## src/rtl/multicycle_sub_if.sv

```systemverilog
// Request/response bundle for the digit-serial subtractor.
// The slave side is the subtractor; the master side is whoever feeds it operands.
interface multicycle_sub_if #(
  parameter int unsigned WIDTH = 32
);
  logic             in_valid;
  logic             in_ready;
  logic [WIDTH-1:0] a;
  logic [WIDTH-1:0] b;
  logic [1:0]       mode;
  logic             bin;
  logic             out_valid;
  logic             out_ready;
  logic [WIDTH-1:0] result;
  logic             bout;
  logic             ovf;
  logic             zero;

  modport slave (
    input  in_valid, a, b, mode, bin, out_ready,
    output in_ready, out_valid, result, bout, ovf, zero
  );

  modport master (
    output in_valid, a, b, mode, bin, out_ready,
    input  in_ready, out_valid, result, bout, ovf, zero
  );
endinterface

```

## src/rtl/multicycle_sub.sv

```systemverilog
// Digit-serial subtractor: DIGIT bits of (opX - opY - borrow) per cycle, LSB digit first,
// with valid/ready on both sides and result flags held until the next completion.
module multicycle_sub #(
  parameter int unsigned WIDTH = 32,
  parameter int unsigned DIGIT = 8
) (
  input logic             clk,
  input logic             rst_n,
  multicycle_sub_if.slave bus
);

  localparam int unsigned N    = WIDTH / DIGIT;
  localparam int unsigned CntW = (N > 1) ? $clog2(N) : 1;

  localparam logic [1:0] ModeSbb  = 2'b01;
  localparam logic [1:0] ModeRsub = 2'b10;

  typedef enum logic [1:0] {
    StIdle,
    StRun,
    StDone
  } state_e;

  state_e           state_q, state_d;
  logic [CntW-1:0]  cnt_q, cnt_d;
  logic             borrow_q, borrow_d;
  logic [WIDTH-1:0] opx_q, opx_d;
  logic [WIDTH-1:0] opy_q, opy_d;
  logic [WIDTH-1:0] acc_q, acc_d;
  logic [WIDTH-1:0] result_q, result_d;
  logic             bout_q, bout_d;
  logic             ovf_q, ovf_d;
  logic             zero_q, zero_d;

  // Operands shift right each cycle, so the active digit is always in the low DIGIT bits.
  logic [DIGIT-1:0] dx, dy;
  logic [DIGIT:0]   ddiff;
  logic [WIDTH-1:0] acc_next;
  logic             last_digit;

  always_comb begin
    dx         = opx_q[DIGIT-1:0];
    dy         = opy_q[DIGIT-1:0];
    ddiff      = {1'b0, dx} - {1'b0, dy} - {{DIGIT{1'b0}}, borrow_q};
    // New digit enters at the top; after N cycles the first digit has reached bit 0.
    acc_next   = (acc_q >> DIGIT) | (WIDTH'(ddiff[DIGIT-1:0]) << (WIDTH - DIGIT));
    last_digit = (cnt_q == CntW'(N - 1));
  end

  always_comb begin
    state_d  = state_q;
    cnt_d    = cnt_q;
    borrow_d = borrow_q;
    opx_d    = opx_q;
    opy_d    = opy_q;
    acc_d    = acc_q;
    result_d = result_q;
    bout_d   = bout_q;
    ovf_d    = ovf_q;
    zero_d   = zero_q;

    unique case (state_q)
      StIdle: begin
        if (bus.in_valid) begin
          opx_d    = (bus.mode == ModeRsub) ? bus.b : bus.a;
          opy_d    = (bus.mode == ModeRsub) ? bus.a : bus.b;
          borrow_d = (bus.mode == ModeSbb) ? bus.bin : 1'b0;
          cnt_d    = '0;
          acc_d    = '0;
          state_d  = StRun;
        end
      end

      StRun: begin
        opx_d    = opx_q >> DIGIT;
        opy_d    = opy_q >> DIGIT;
        acc_d    = acc_next;
        borrow_d = ddiff[DIGIT];
        cnt_d    = cnt_q + CntW'(1);
        if (last_digit) begin
          // dx/dy hold the operand MSB digit here, so their top bits are the sign bits.
          result_d = acc_next;
          bout_d   = ddiff[DIGIT];
          ovf_d    = (dx[DIGIT-1] != dy[DIGIT-1]) && (ddiff[DIGIT-1] != dx[DIGIT-1]);
          zero_d   = (acc_next == '0);
          cnt_d    = '0;
          state_d  = StDone;
        end
      end

      StDone: begin
        if (bus.out_ready) begin
          state_d = StIdle;
        end
      end

      default: state_d = StIdle;
    endcase
  end

  always_ff @(posedge clk or negedge rst_n) begin
    if (!rst_n) begin
      state_q  <= StIdle;
      cnt_q    <= '0;
      borrow_q <= 1'b0;
      opx_q    <= '0;
      opy_q    <= '0;
      acc_q    <= '0;
      result_q <= '0;
      bout_q   <= 1'b0;
      ovf_q    <= 1'b0;
      zero_q   <= 1'b0;
    end else begin
      state_q  <= state_d;
      cnt_q    <= cnt_d;
      borrow_q <= borrow_d;
      opx_q    <= opx_d;
      opy_q    <= opy_d;
      acc_q    <= acc_d;
      result_q <= result_d;
      bout_q   <= bout_d;
      ovf_q    <= ovf_d;
      zero_q   <= zero_d;
    end
  end

  assign bus.in_ready  = (state_q == StIdle);
  assign bus.out_valid = (state_q == StDone);
  assign bus.result    = result_q;
  assign bus.bout      = bout_q;
  assign bus.ovf       = ovf_q;
  assign bus.zero      = zero_q;

endmodule

```

## src/flat_wrapper.sv

```systemverilog
// flat-port wrapper written by rule: the top's interface ports become plain ports
module multicycle_sub_flat 
#(
  parameter int unsigned WIDTH = 32,
  parameter int unsigned DIGIT = 8
)
  (clk, rst_n, bus_in_valid, bus_a, bus_b, bus_mode, bus_bin, bus_out_ready, bus_in_ready, bus_out_valid, bus_result, bus_bout, bus_ovf, bus_zero);
  multicycle_sub_if #(.WIDTH(WIDTH)) bus_i ();
  input logic clk;
  input logic rst_n;
  input wire logic [$bits(bus_i.in_valid)-1:0] bus_in_valid;
  input wire logic [$bits(bus_i.a)-1:0] bus_a;
  input wire logic [$bits(bus_i.b)-1:0] bus_b;
  input wire logic [$bits(bus_i.mode)-1:0] bus_mode;
  input wire logic [$bits(bus_i.bin)-1:0] bus_bin;
  input wire logic [$bits(bus_i.out_ready)-1:0] bus_out_ready;
  output wire logic [$bits(bus_i.in_ready)-1:0] bus_in_ready;
  output wire logic [$bits(bus_i.out_valid)-1:0] bus_out_valid;
  output wire logic [$bits(bus_i.result)-1:0] bus_result;
  output wire logic [$bits(bus_i.bout)-1:0] bus_bout;
  output wire logic [$bits(bus_i.ovf)-1:0] bus_ovf;
  output wire logic [$bits(bus_i.zero)-1:0] bus_zero;
  assign bus_i.in_valid = bus_in_valid;
  assign bus_i.a = bus_a;
  assign bus_i.b = bus_b;
  assign bus_i.mode = bus_mode;
  assign bus_i.bin = bus_bin;
  assign bus_i.out_ready = bus_out_ready;
  assign bus_in_ready = bus_i.in_ready;
  assign bus_out_valid = bus_i.out_valid;
  assign bus_result = bus_i.result;
  assign bus_bout = bus_i.bout;
  assign bus_ovf = bus_i.ovf;
  assign bus_zero = bus_i.zero;
  multicycle_sub #(.WIDTH(WIDTH), .DIGIT(DIGIT)) u_core (.clk(clk), .rst_n(rst_n), .bus(bus_i));
endmodule
```

## config.mk

```make
export PLATFORM = sky130hd
export DESIGN_NAME = multicycle_sub_flat
export DESIGN_NICKNAME = d
export VERILOG_FILES = /design/src/rtl/multicycle_sub_if.sv /design/src/rtl/multicycle_sub.sv /design/src/flat_wrapper.sv
export SDC_FILE = /design/constraint.sdc
export NUM_CORES = 1
export LEC_CHECK = 0
export CAP_MARGIN = 20
export CORE_MARGIN = 2
export CORE_UTILIZATION = 45
export CTS_CLUSTER_SIZE = 20
export DETAILED_ROUTE_END_ITERATION = 10
export PLACE_DENSITY_LB_ADDON = 0.08
export RECOVER_POWER = 25
export SLEW_MARGIN = 5
export SYNTH_ARGS = -nofsm -noshare
export SYNTH_HDL_FRONTEND = slang
export SYNTH_SLANG_ARGS = --single-unit
```

## constraint.sdc

```tcl
create_clock -name clk -period 3.6 [get_ports clk]
set_input_delay 0.72 -clock clk [delete_from_list [all_inputs] [get_ports clk]]
set_output_delay 0.72 -clock clk [all_outputs]
set_load 0.005 [all_outputs]
```

[Word level (Yosys, flattened, before mapping)]
Index checks and enable logic that the tools add are counted.
Cells by class
  $add $sub $neg: 3
  eq/ne operators: 10
  multiplexer cells: 18
  bitwise gates (word level): 1
  reduce and logical (&&, ||, !) cells: 7
Operators by type and width (number)
  one-hot mux 32 bit (2 select lines): 3
  2-to-1 mux 32 bit: 5
  zero test 32 bit: 1
  OR 24 x 32 -> 32 bit: 1
  2-to-1 mux 2 bit: 5
  subtractor 8 x 8 -> 9 bit: 1
  subtractor 9 x 1 -> 9 bit: 1
  == test 2 bit (second input constant): 3
  one-hot mux 2 bit (3 select lines): 1
  == test 2 x 1 -> 1 bit (second input constant): 2
  != test 2 bit (second input constant): 2
  one-hot mux 2 bit (2 select lines): 1
  AND reduction 2 bit: 2
  AND reduction 3 bit: 1
  adder 2 x 1 -> 2 bit (second input constant): 1
  zero test 2 bit: 1
  2-to-1 mux 1 bit: 2
  != test 1 bit: 2
  != test 2 x 1 -> 1 bit (second input constant): 1
  one-hot mux 1 bit (2 select lines): 1
  nonzero test 2 bit: 1
  logical AND 1 bit: 1
Word-level totals
  bits in registers: 136
  input bits: 71
  output and inout bits: 37
  logic and storage cells: 49

[Depth between registers and ports, before layout]
Gate-level depths: netlist of the first run.
  depth in word-level cells: 4
  depth in mapped cells: 10

[Worst setup path before layout of the first run]
No wires, ideal clock.
  path kind: reg2reg
  from: register u_core.opy_q[0]
  to: register u_core.zero_q, in the netlist u_core.bus.zero
  library setup time: 76 ps
  data arrival time: 2793 ps
  required time: 3524 ps
  setup slack: 731 ps
  cell stages (with the launch flop): 10
  path buffers: 0
  path through: dfrtp_1 -> inv_1 -> fa_1 -> fa_1 -> nand2b_1 -> a2111oi_0 -> nor2_1 -> xnor2_1 -> or4_1 -> o21ai_1
On the way
  word-level cells in the longest chain between the ends: 4
RTL lines
  start: declaration: RTL line multicycle_sub.sv:28  | logic [WIDTH-1:0] opy_q, opy_d;
  start signal: assignment: RTL line multicycle_sub.sv:118  | opy_q <= opy_d;
  subtractor 8 x 8 -> 9 bit: RTL line multicycle_sub.sv:44  | ddiff = {1'b0, dx} - {1'b0, dy} - {{DIGIT{1'b0}}, borrow_q};
  subtractor 9 x 1 -> 9 bit: RTL line multicycle_sub.sv:44
  OR 24 x 32 -> 32 bit: RTL line multicycle_sub.sv:46  | acc_next = (acc_q >> DIGIT) | (WIDTH'(ddiff[DIGIT-1:0]) << (WIDTH - DIGIT));
  zero test 32 bit: RTL line multicycle_sub.sv:85  | zero_d = (acc_next == '0);
  end signal: assignment: RTL line multicycle_sub.sv:123  | zero_q <= zero_d;
  end: declaration: RTL line multicycle_sub.sv:33  | logic zero_q, zero_d;
Every way passes these cells.
A chain may end at the register's enable or synchronous reset.

[Worst setup path after layout of the first run]
Same ends and word-level chain as after synthesis.

==> flow_summary_export.csv, run 1 <==
group,metric,value,unit
outcome,status,"finished with violations",
outcome,violations,"max-capacitance violations, max-slew violations",
synthesis,netlist_instances,664,
pwr,powerDensity,974,nW/µm²
setup_path,criticalPathCategory,"flip-flop to flip-flop",
detailed_routing,num_vias,5168,
global_routing,grt_pass1_vias,5174,
floorplan,dieArea,14800,µm²
detailed_routing,highest_layer,"met4",
clocking,cts-htree-levels,4,
clocking,clkTransAtPathRegs,0.06,ns
finish,syn_to_final_growth,29.9,%
finish,post-route-util,60.5,%
finish,fin_cells,949,
timing,maxSlewViolCount,65,
timing,setup_viol,0,
synthesis,synth_warnings,0,
synthesis,synth_ff_type,"dfrtp_1",
finish,final_cell_mix,"nand2_1 (169), dfrtp_1 (128), clkdlybuf4s50_1 (106), o21ai_0 (104), nand3_1 (42)",
pwr,leakage,3.63,nW
setup_path,worst_setup_path_start_kind,"flip-flop",
placed_design,place_area,7510,µm²
timing,hold_violations,0,
timing,hold_slack,0.478,ns
finish,final_area,8080,µm²
detailed_routing,drt_iter0_drc,324,
global_routing,grt_pass1_wl,25900,µm
synthesis,synthDistinctLibCells,43,
global_routing,grt_max_degree,65,
synthesis,yosys_register_bits,128,
timing,worst_pin_slew,1.51,ns
floorplan,core_region_area,13300,µm²
detailed_routing,ant_nets,0,
synthesis,synthesis.nets,752,
setup_path,slowest_stage,"a2111oi_0",
synthesis,synth.avg_cell_area,9.37,µm²
detailed_routing,via_per_inst,5.45,
timing,slew_headroom,-0.601,%
detailed_routing,firstDrtPassIters,5,
clocking,clkLatencyLatePin,0.42,ns
pwr,total_power,7.87,mW
setup_path,worst-path-buf-inv,1,
detailed_routing,drt-met1-wl,6690,µm
timing,worst_slack,0.511,ns
synthesis,ys_seq_area_share,51.5,%
finish,drive_gt1_share,10.7,%
timing,clock.fmax,324,MHz
finish,final_common_cell,"nand2_1",
detailed_routing,routed-wl-met3,863,µm
detailed_routing,post-route-drc-count,0,
finish,num-fill-cells,1184,
timing,skew,0.00802,ns
clocking,cts_tree,"built",
placed_design,dpl_worst_slack,0.537,ns
floorplan,num_rows,42,
clocking,clock_tree.root_cell,"clkbuf_16",
placed_design,gp_congestion,0.830,
global_routing,track_usage,22.7,%
detailed_routing,wl_met2,7750,µm
placed_design,dp.cells,917,
synthesis,synth_area,6220,µm²
setup_path,crit_path_frequent_cell,"fa_1",
setup_path,max_stage_delay,0.54,ns
setup_path,critical_path_arrival,3.44,ns
clocking,holdBufCountCts,0,
timing,rsz0062_at_grt,"no",
finish,fin_nets,848,
setup_path,crit_path_max_fanout,3,
floorplan,die_x,122,µm
setup_path,path_cells,"inv_1, fa_1, fa_1, nand2b_1, a2111oi_0, nor2_1, xnor2_1, or4_1, o21ai_1",
pwr,vdd_drop_max,454,µV
synthesis,synth_edf_count,0,
setup_path,required,3.95,ns
global_routing,grt_remaining_overflow,0,
floorplan,start_util,46.6,%
clocking,postCtsSetupRepairBufs,0,
timing,post-route-min-period,3.09,ns
floorplan,fp.dieH,122,µm
global_routing,antenna_found_initial,0,
floorplan,io_pins,108,
setup_path,crit_family,"adder cells",
clocking,cts_resized,0,
hold_path,min_path_type,"flip-flop to flip-flop",
timing,tns,0,ns
clocking,clock_sinks,128,
clocking,clockBufferDepth,2,
setup_path,endpoint_kind,"flip-flop",
detailed_routing,routed_wl,15700,µm
finish,diodes,0,
job,maxCapViolCount,1,
placed_design,io_buffers,107,
timing,fin_crit_sh,85.8,%
synthesis,synthArstFlopShare,100,%
placed_design,place_hpwl,11100,µm
detailed_routing,wire_per_inst,16.6,µm
clocking,cts-buffers-inserted,17,
## area by class of cell
cell class                      count  area, µm²  share of cell area (%)
Sequential cell                   128       3200                    39.6
Timing Repair Buffer              121       1190                    14.8
Tap cell                          176        220                    2.72
Inverter                           27        101                    1.25
Clock buffer                       18        439                    5.43
Clock inverter                     14        155                    1.92
Multi-Input combinational cell    465       2770                    34.3
## cell families after synthesis
kind of cell	Yosys count	synth area share, %
buffers and inverters	71	4.35
xor gates and xnor gates	8	1.13
and+or+nand+nor	235	16.1
muxes	44	7.64
adders and majority gates	17	3.66
DFF	128	51.5
AOI/OAI and AO/OA	161	15.6
## worst min-delay path, delay by kind of cell (launching register included)
family	cells	cell delay [ns]
flops	1	0.33
compound gates	1	0.06
simple gates	1	0.05
## state kept, by name, summed over array words and instances, names as in the netlist
register / cells
u_core.bus.result: 32
u_core.opx_q: 32
u_core.opy_q: 32
u_core.acc_q: 24
u_core.cnt_q: 2
u_core.state_q: 2
u_core.borrow_q: 1
u_core.bus.bout: 1
u_core.bus.ovf: 1
u_core.bus.zero: 1
## report_power, final
part / switching, mW / total (mW) / internal [mW]
sequential: 0.477 / 2.58 / 2.11
clock: 0.670 / 1.72 / 1.05
combinational: 1.94 / 3.57 / 1.63
## Yosys cell counts (2+ instances only)
master	instances	area, µm²
a21oi_1	13	65.1
clkbuf_1	35	131
buf_2	3	15.0
mux2i_1	16	160
o31ai_1	2	15.0
nand4_1	2	12.5
xnor2_1	7	61.3
nand3_1	42	210
o21ai_0	104	521
nor2_1	5	18.8
nor4_1	5	31.3
o21ai_1	3	15.0
buf_1	6	22.5
inv_1	26	97.6
mux2_2	28	315
fa_1	2	40.0
nand2_1	169	634
a221o_1	9	90.1
ha_1	15	188
a22o_1	20	175
dfrtp_1	128	3200
nand2b_1	3	18.8
## final timing paths
check	from	to	slack (ns)	cells after the start
worst min-delay path	u_core.opx_q[12]	u_core.opx_q[12]	0.48	2
min in group asynchronous	rst_n	u_core.opy_q[4]	0.62	1
worst min register to register	u_core.opx_q[12]	u_core.opx_q[12]	0.48	2
worst max register to register	u_core.opy_q[0]	u_core.bus.zero	0.51	9
max in group asynchronous	rst_n	u_core.bus.result[4]	0.82	2
worst max-delay path	u_core.opy_q[0]	u_core.bus.zero	0.51	9
## metal layers
metal,global-route usage (%),vias up
met2,37.5,180
met5,0,-
met1,28.7,2472
met3,5.76,26
met4,8.69,0
li1,-,2490
(Power assumes the default switching activity.)
==> run 2: changes to the inputs <==
--- a/config.mk
+++ b/config.mk
@@ -6,10 +6,12 @@
 export NUM_CORES = 1
 export LEC_CHECK = 0
 export CAP_MARGIN = 20
+export CORE_ASPECT_RATIO = 1.5
 export CORE_MARGIN = 2
 export CORE_UTILIZATION = 45
 export CTS_CLUSTER_SIZE = 20
 export DETAILED_ROUTE_END_ITERATION = 10
+export GPL_TIMING_DRIVEN = 0
 export PLACE_DENSITY_LB_ADDON = 0.08
 export RECOVER_POWER = 25
 export SLEW_MARGIN = 5
==> run 2 against run 1 <==
Compared with the run above:
- critical path type unchanged
- setup slack lost 0.12 ns
- fmax is 3.7% lower
- register-to-register slack worse by 0.12 ns
- clock power fell by 5%
- the run still ends with max-capacitance violations, max-slew violations left
- sequential share of layout area about the same
- critical endpoint unchanged
- highest routed layer unchanged
- flip-flop and latch count did not move
==> flow_summary_export.csv, run 2 (synthesis gave the netlist of run 1 again) <==
group,metric,value,unit
pwr,p_sw,3.31,mW
finish,fin_nets,879,
global_routing,grt_pass1_wl,28200,µm
floorplan,core_region_area,13500,µm²
setup_path,required,3.94,ns
clocking,clkTransAtPathRegs,0.06,ns
clocking,clkLatencyLatePin,0.42,ns
hold_path,min_path_type,"flip-flop to flip-flop",
detailed_routing,wire_per_inst,18.5,µm
placed_design,dpl_worst_slack,0.439,ns
timing,post-route-min-period,3.21,ns
finish,final_cell_mix,"nand2_1 (169), dfrtp_1 (128), clkdlybuf4s50_1 (106), o21ai_0 (104), nand3_1 (42)",
clocking,clock_sinks,128,
floorplan,fp.dieH,148,µm
placed_design,place_hpwl,13500,µm
detailed_routing,firstDrtPassIters,6,
finish,final_area,8080,µm²
clocking,cts-buffers-inserted,17,
clocking,cts_tree,"built",
floorplan,dieArea,14800,µm²
finish,num-fill-cells,1220,
detailed_routing,drt_iter0_drc,323,
hold_path,hold_end,"u_core.opy_q[9]",
detailed_routing,via_per_inst,5.63,
timing,maxSlewViolCount,41,
global_routing,track_usage,24.9,%
pwr,powerDensity,980,nW/µm²
timing,skew,0.00876,ns
setup_path,criticalPathCategory,"flip-flop to flip-flop",
timing,rsz0062_at_grt,"no",
global_routing,grt_remaining_overflow,0,
timing,tns,0,ns
outcome,status,"finished with violations",
placed_design,io_buffers,107,
pwr,pwr-share-comb,46.6,%
floorplan,die_x,100,µm
global_routing,antenna_found_initial,0,
pwr,power.internal,4.61,mW
pwr,total_power,7.92,mW
detailed_routing,ant_nets,0,
clocking,postCtsSetupRepairBufs,0,
setup_path,critical_path_arrival,3.55,ns
detailed_routing,num_vias,5438,
finish,syn_to_final_growth,29.9,%
setup_path,rr_endpoint,"u_core.bus.zero",
pwr,switching_share,41.8,%
setup_path,crit_path_max_fanout,3,
clocking,cts-htree-levels,4,
floorplan,io_pins,108,
placed_design,place_area,7520,µm²
clocking,cts_resized,0,
floorplan,start_util,46.0,%
pwr,seqPwrFrac,32.7,%
setup_path,r2r_slack,0.39,ns
timing,worst_pin_slew,2.36,ns
setup_path,worst_setup_path_start_kind,"flip-flop",
finish,final_common_cell,"nand2_1",
timing,slew_headroom,-57.3,%
floorplan,num_rows,52,
setup_path,max_stage_delay,0.60,ns
setup_path,crit_path_frequent_cell,"fa_1",
hold_path,hp-start,"u_core.opy_q[9]",
finish,drive_gt1_share,8.58,%
setup_path,r2r_cells,9,
detailed_routing,routed_wl,17800,µm
global_routing,grt_pass1_vias,5581,
clocking,holdBufCountCts,0,
setup_path,timing.rr.start,"u_core.opy_q[0]",
pwr,leakage,3.60,nW
pwr,p_clk_share,20.7,%
timing,setup_viol,0,
pwr,vdd_drop_max,400,µV
job,maxCapViolCount,1,
detailed_routing,post-route-drc-count,0,
outcome,violations,"max-capacitance violations, max-slew violations",
finish,diodes,0,
clocking,clockBufferDepth,2,
placed_design,gp_congestion,0.926,
setup_path,path_cells,"inv_1, fa_1, fa_1, nand2b_1, a2111oi_0, nor2_1, xnor2_1, or4_1, o21ai_1",
timing,fin_crit_sh,89.1,%
timing,hold_violations,0,
clocking,clock_tree.root_cell,"clkbuf_16",
setup_path,slowest_stage,"a2111oi_0",
timing,clock.fmax,312,MHz
setup_path,crit_path_start,"u_core.opy_q[0]",
setup_path,endpoint_kind,"flip-flop",
hold_path,worst_hold_path.num_cells,2,
finish,post-route-util,59.7,%
global_routing,grt_max_degree,89,
timing,worst_slack,0.393,ns
==> run 2: cell count changes in the layout (fill, tap and decap cells not counted), moves of 2 or more <==
cell	before	now
clkinv_4	4	0
buf_4	11	0
clkbuf_1	1	36
buf_1	0	6
inv_8	0	6
buf_12	2	0
buf_2	0	3
bufinv_16	2	0
==> run 2: worst max-delay path by stage <==
stage | to | slack (ns) | depth (start not counted)
6_report | u_core.bus.zero | 0.39 | 9
5_1_grt | u_core.bus.zero | 0.27 | 9
4_1_cts | u_core.bus.zero | 0.41 | 9
3_5_place_dp | u_core.bus.zero | 0.44 | 9
3_3_place_gp | u_core.opy_q[29] | -3.16 | 1
2_1_floorplan | u_core.bus.zero | 0.73 | 9
==> run 2: power by group through the flow <==
| stage | logic (mW) | registers, mW | clock network [mW] |
|---|---|---|---|
| finish | 3.69 | 2.59 | 1.64 |
| global route | 4.05 | 2.66 | 1.73 |
| CTS | 3.71 | 2.59 | 1.66 |
| detailed placement | 3.68 | 2.61 | 0 |
| global placement | 3.57 | 2.59 | 0 |
| floorplan | 2.38 | 2.43 | 0 |
==> run 2: routing by layer <==
layer	vias to the layer above	global-route usage [%]	part of all wire (%)
li1	2562	-	-
met1	2604	27.6	37
met2	226	45.7	54
met3	46	4.11	4.7
met4	0	12.1	4.3
met5	-	0	0
==> run 2: final cells by class <==
type / count / area [µm²] / area share (%)
flip-flops and latches: 128 / 3200 / 39.6
multi-input cells: 465 / 2750 / 34.0
repair buffers: 108 / 1090 / 13.5
clock buffers: 17 / 425 / 5.27
well taps: 162 / 203 / 2.51
plain buffers: 44 / 169 / 2.09
clock inverters: 15 / 139 / 1.72
inverters: 27 / 101 / 1.25
==> run 2: critical path: cells and delay by family, from the launching register on <==
family | cells | cell delay [ns]
buffers and inverters | 1 | 0.06
adder cells (fa/ha/maj) | 2 | 0.93
AO/OA/AOI/OAI | 2 | 0.72
XOR/XNOR | 1 | 0.23
flip-flops | 1 | 0.35
AND/OR/NAND/NOR | 3 | 0.85
==> run 2: stage by stage <==
step | hold WS (ns) | cells
finish | 0.474 | 966
global route | 0.498 | 966
CTS | 0.228 | 966
detailed placement | 0.466 | 934
global placement | 0.460 | 933
floorplan | 0.424 | 664
==> run 3: changes to the inputs <==
--- a/config.mk
+++ b/config.mk
@@ -6,7 +6,6 @@
 export NUM_CORES = 1
 export LEC_CHECK = 0
 export CAP_MARGIN = 20
-export CORE_ASPECT_RATIO = 1.5
 export CORE_MARGIN = 2
 export CORE_UTILIZATION = 45
 export CTS_CLUSTER_SIZE = 20
==> run 3 against run 2 <==
Compared with the run above:
- clock skew down 0.00096 ns
- setup slack better by 0.032 ns
- power up 1.2%
- worst hold slack better by 0.0031 ns
- sequential share of layout area down 0.25 points
- design area up 0.63%
- die area down 0.13%
- the flow still finishes with violations (max-capacitance violations, max-slew violations)
- non-clock buffer count unchanged
- largest cell class unchanged
- first-iteration DRC count up 83%
- via count up 1.3%
==> flow_summary_export.csv, run 3 (synthesis gave the netlist of run 1 again) <==
group,metric,value,unit
outcome,status,"finished with violations",
outcome,violations,"max-capacitance violations, max-slew violations",
setup_path,critical_path_arrival,3.52,ns
setup_path,slowest_stage,"a2111oi_0",
detailed_routing,drt_iter0_drc,592,
finish,diodes,0,
floorplan,core_region_area,13300,µm²
timing,clock.fmax,315,MHz
clocking,holdBufCountCts,0,
pwr,total_power,8.01,mW
finish,final_cell_mix,"nand2_1 (169), dfrtp_1 (128), clkdlybuf4s50_1 (106), o21ai_0 (104), nand3_1 (42)",
placed_design,dpl_worst_slack,0.474,ns
global_routing,grt_remaining_overflow,0,
timing,maxSlewViolCount,58,
detailed_routing,firstDrtPassIters,6,
timing,skew,0.00780,ns
finish,drive_gt1_share,8.58,%
detailed_routing,post-route-drc-count,0,
timing,hold_violations,0,
floorplan,start_util,46.6,%
global_routing,grt_max_degree,72,
timing,worst_pin_slew,1.56,ns
timing,tns,0,ns
timing,worst_slack,0.425,ns
global_routing,met2_usage,38.5,%
hold_path,hp-start,"u_core.opy_q[9]",
global_routing,antenna_found_initial,0,
job,maxCapViolCount,1,
finish,fin_nets,879,
floorplan,fp.dieH,122,µm
clocking,clkLatencyLatePin,0.42,ns
hold_path,min_path_type,"flip-flop to flip-flop",
pwr,vdd_drop_max,463,µV
clocking,cts-buffers-inserted,17,
clocking,cts_resized,0,
setup_path,required,3.95,ns
placed_design,place_hpwl,13000,µm
timing,fin_crit_sh,88.2,%
finish,final_common_cell,"nand2_1",
detailed_routing,wire_per_inst,17.9,µm
setup_path,crit_path_max_fanout,3,
global_routing,grt_pass1_wl,27600,µm
detailed_routing,routed_wl,17500,µm
setup_path,crit_path_frequent_cell,"fa_1",
global_routing,grt_pass1_vias,5281,
setup_path,crit_path_start,"u_core.opy_q[0]",
setup_path,criticalPathCategory,"flip-flop to flip-flop",
clocking,postCtsSetupRepairBufs,0,
floorplan,num_rows,42,
setup_path,max_stage_delay,0.60,ns
floorplan,io_pins,108,
placed_design,io_buffers,107,
clocking,cts_tree,"built",
finish,syn_to_final_growth,30.7,%
floorplan,die_x,122,µm
setup_path,worst_setup_path_start_kind,"flip-flop",
timing,rsz0062_at_grt,"no",
clocking,clock_sinks,128,
timing,setup_viol,0,
floorplan,dieArea,14800,µm²
placed_design,gp_congestion,0.907,
timing,hold_slack,0.477,ns
pwr,powerDensity,986,nW/µm²
clocking,clkTransAtPathRegs,0.06,ns
timing,slew_headroom,-3.83,%
setup_path,path_cells,"inv_1, fa_1, fa_1, nand2b_1, a2111oi_0, nor2_1, xnor2_1, or4_1, o21ai_1",
clocking,clockBufferDepth,2,
global_routing,track_usage,24.7,%
pwr,leakage,3.61,nW
timing,post-route-min-period,3.18,ns
detailed_routing,via_per_inst,5.62,
clocking,cts-htree-levels,4,
detailed_routing,num_vias,5507,
clocking,clock_tree.root_cell,"clkbuf_16",
setup_path,timing.rr.start,"u_core.opy_q[0]",
global_routing,grt_most_used_layer,"met2",
global_routing,use_met3,4.96,%
setup_path,endpoint_kind,"flip-flop",
global_routing,use_met1,33.2,%
detailed_routing,ant_nets,0,
[run 3: power breakdown]
group / internal, mW / total (mW) / switching (mW)
sequential: 2.11 / 2.58 / 0.471
combinational: 1.59 / 3.71 / 2.11
clock: 1.05 / 1.73 / 0.679
total: 4.75 / 8.01 / 3.26
[run 3: final timing paths]
| kind | to | cells past startpoint | slack [ns] |
|---|---|---|---|
| worst max-delay path | u_core.bus.zero | 9 | 0.42 |
| worst min-delay path | u_core.opy_q[9] | 2 | 0.48 |
| worst max register to register | u_core.bus.zero | 9 | 0.42 |
| worst min register to register | u_core.opy_q[9] | 2 | 0.48 |
| max in group asynchronous | u_core.acc_q[21] | 2 | 1.92 |
| min in group asynchronous | u_core.opx_q[3] | 1 | 0.67 |
[run 3: area by class of cell]
class                      instances  area [µm²]
multi-input combinational        465        2750
fill                            1174        5220
clock buffer                      19         443
clock inverter                    13         154
timing repair buffer             108        1090
inverter                          27         101
sequential                       128        3200
tap                              176         220
buffer                            44         169
[run 3: metrics by stage]
step,utilization [%],instance area (µm²),std cells
final,60.9,8130,980
after global routing,60.9,8130,980
after CTS,61.0,8140,980
after detailed placement,56.5,7540,948
after global placement,56.3,7510,947
after floorplan,-,6220,664
[run 3: worst max-delay path: cells and delay by family, from the launching register on]
kind	cells	cell delay, ns
compound gates	2	0.72
xor+xnor	1	0.19
fa+ha+maj	2	0.93
buf+inv	1	0.06
flops	1	0.34
simple gates	3	0.85
[run 3: metal layers]
metal	share of wire, %	vias to the layer above	wire length [µm]
li1	-	2550	-
met1	43	2677	7600
met2	47	238	8280
met3	5.9	42	1030
met4	3.5	0	620
met5	0	-	0
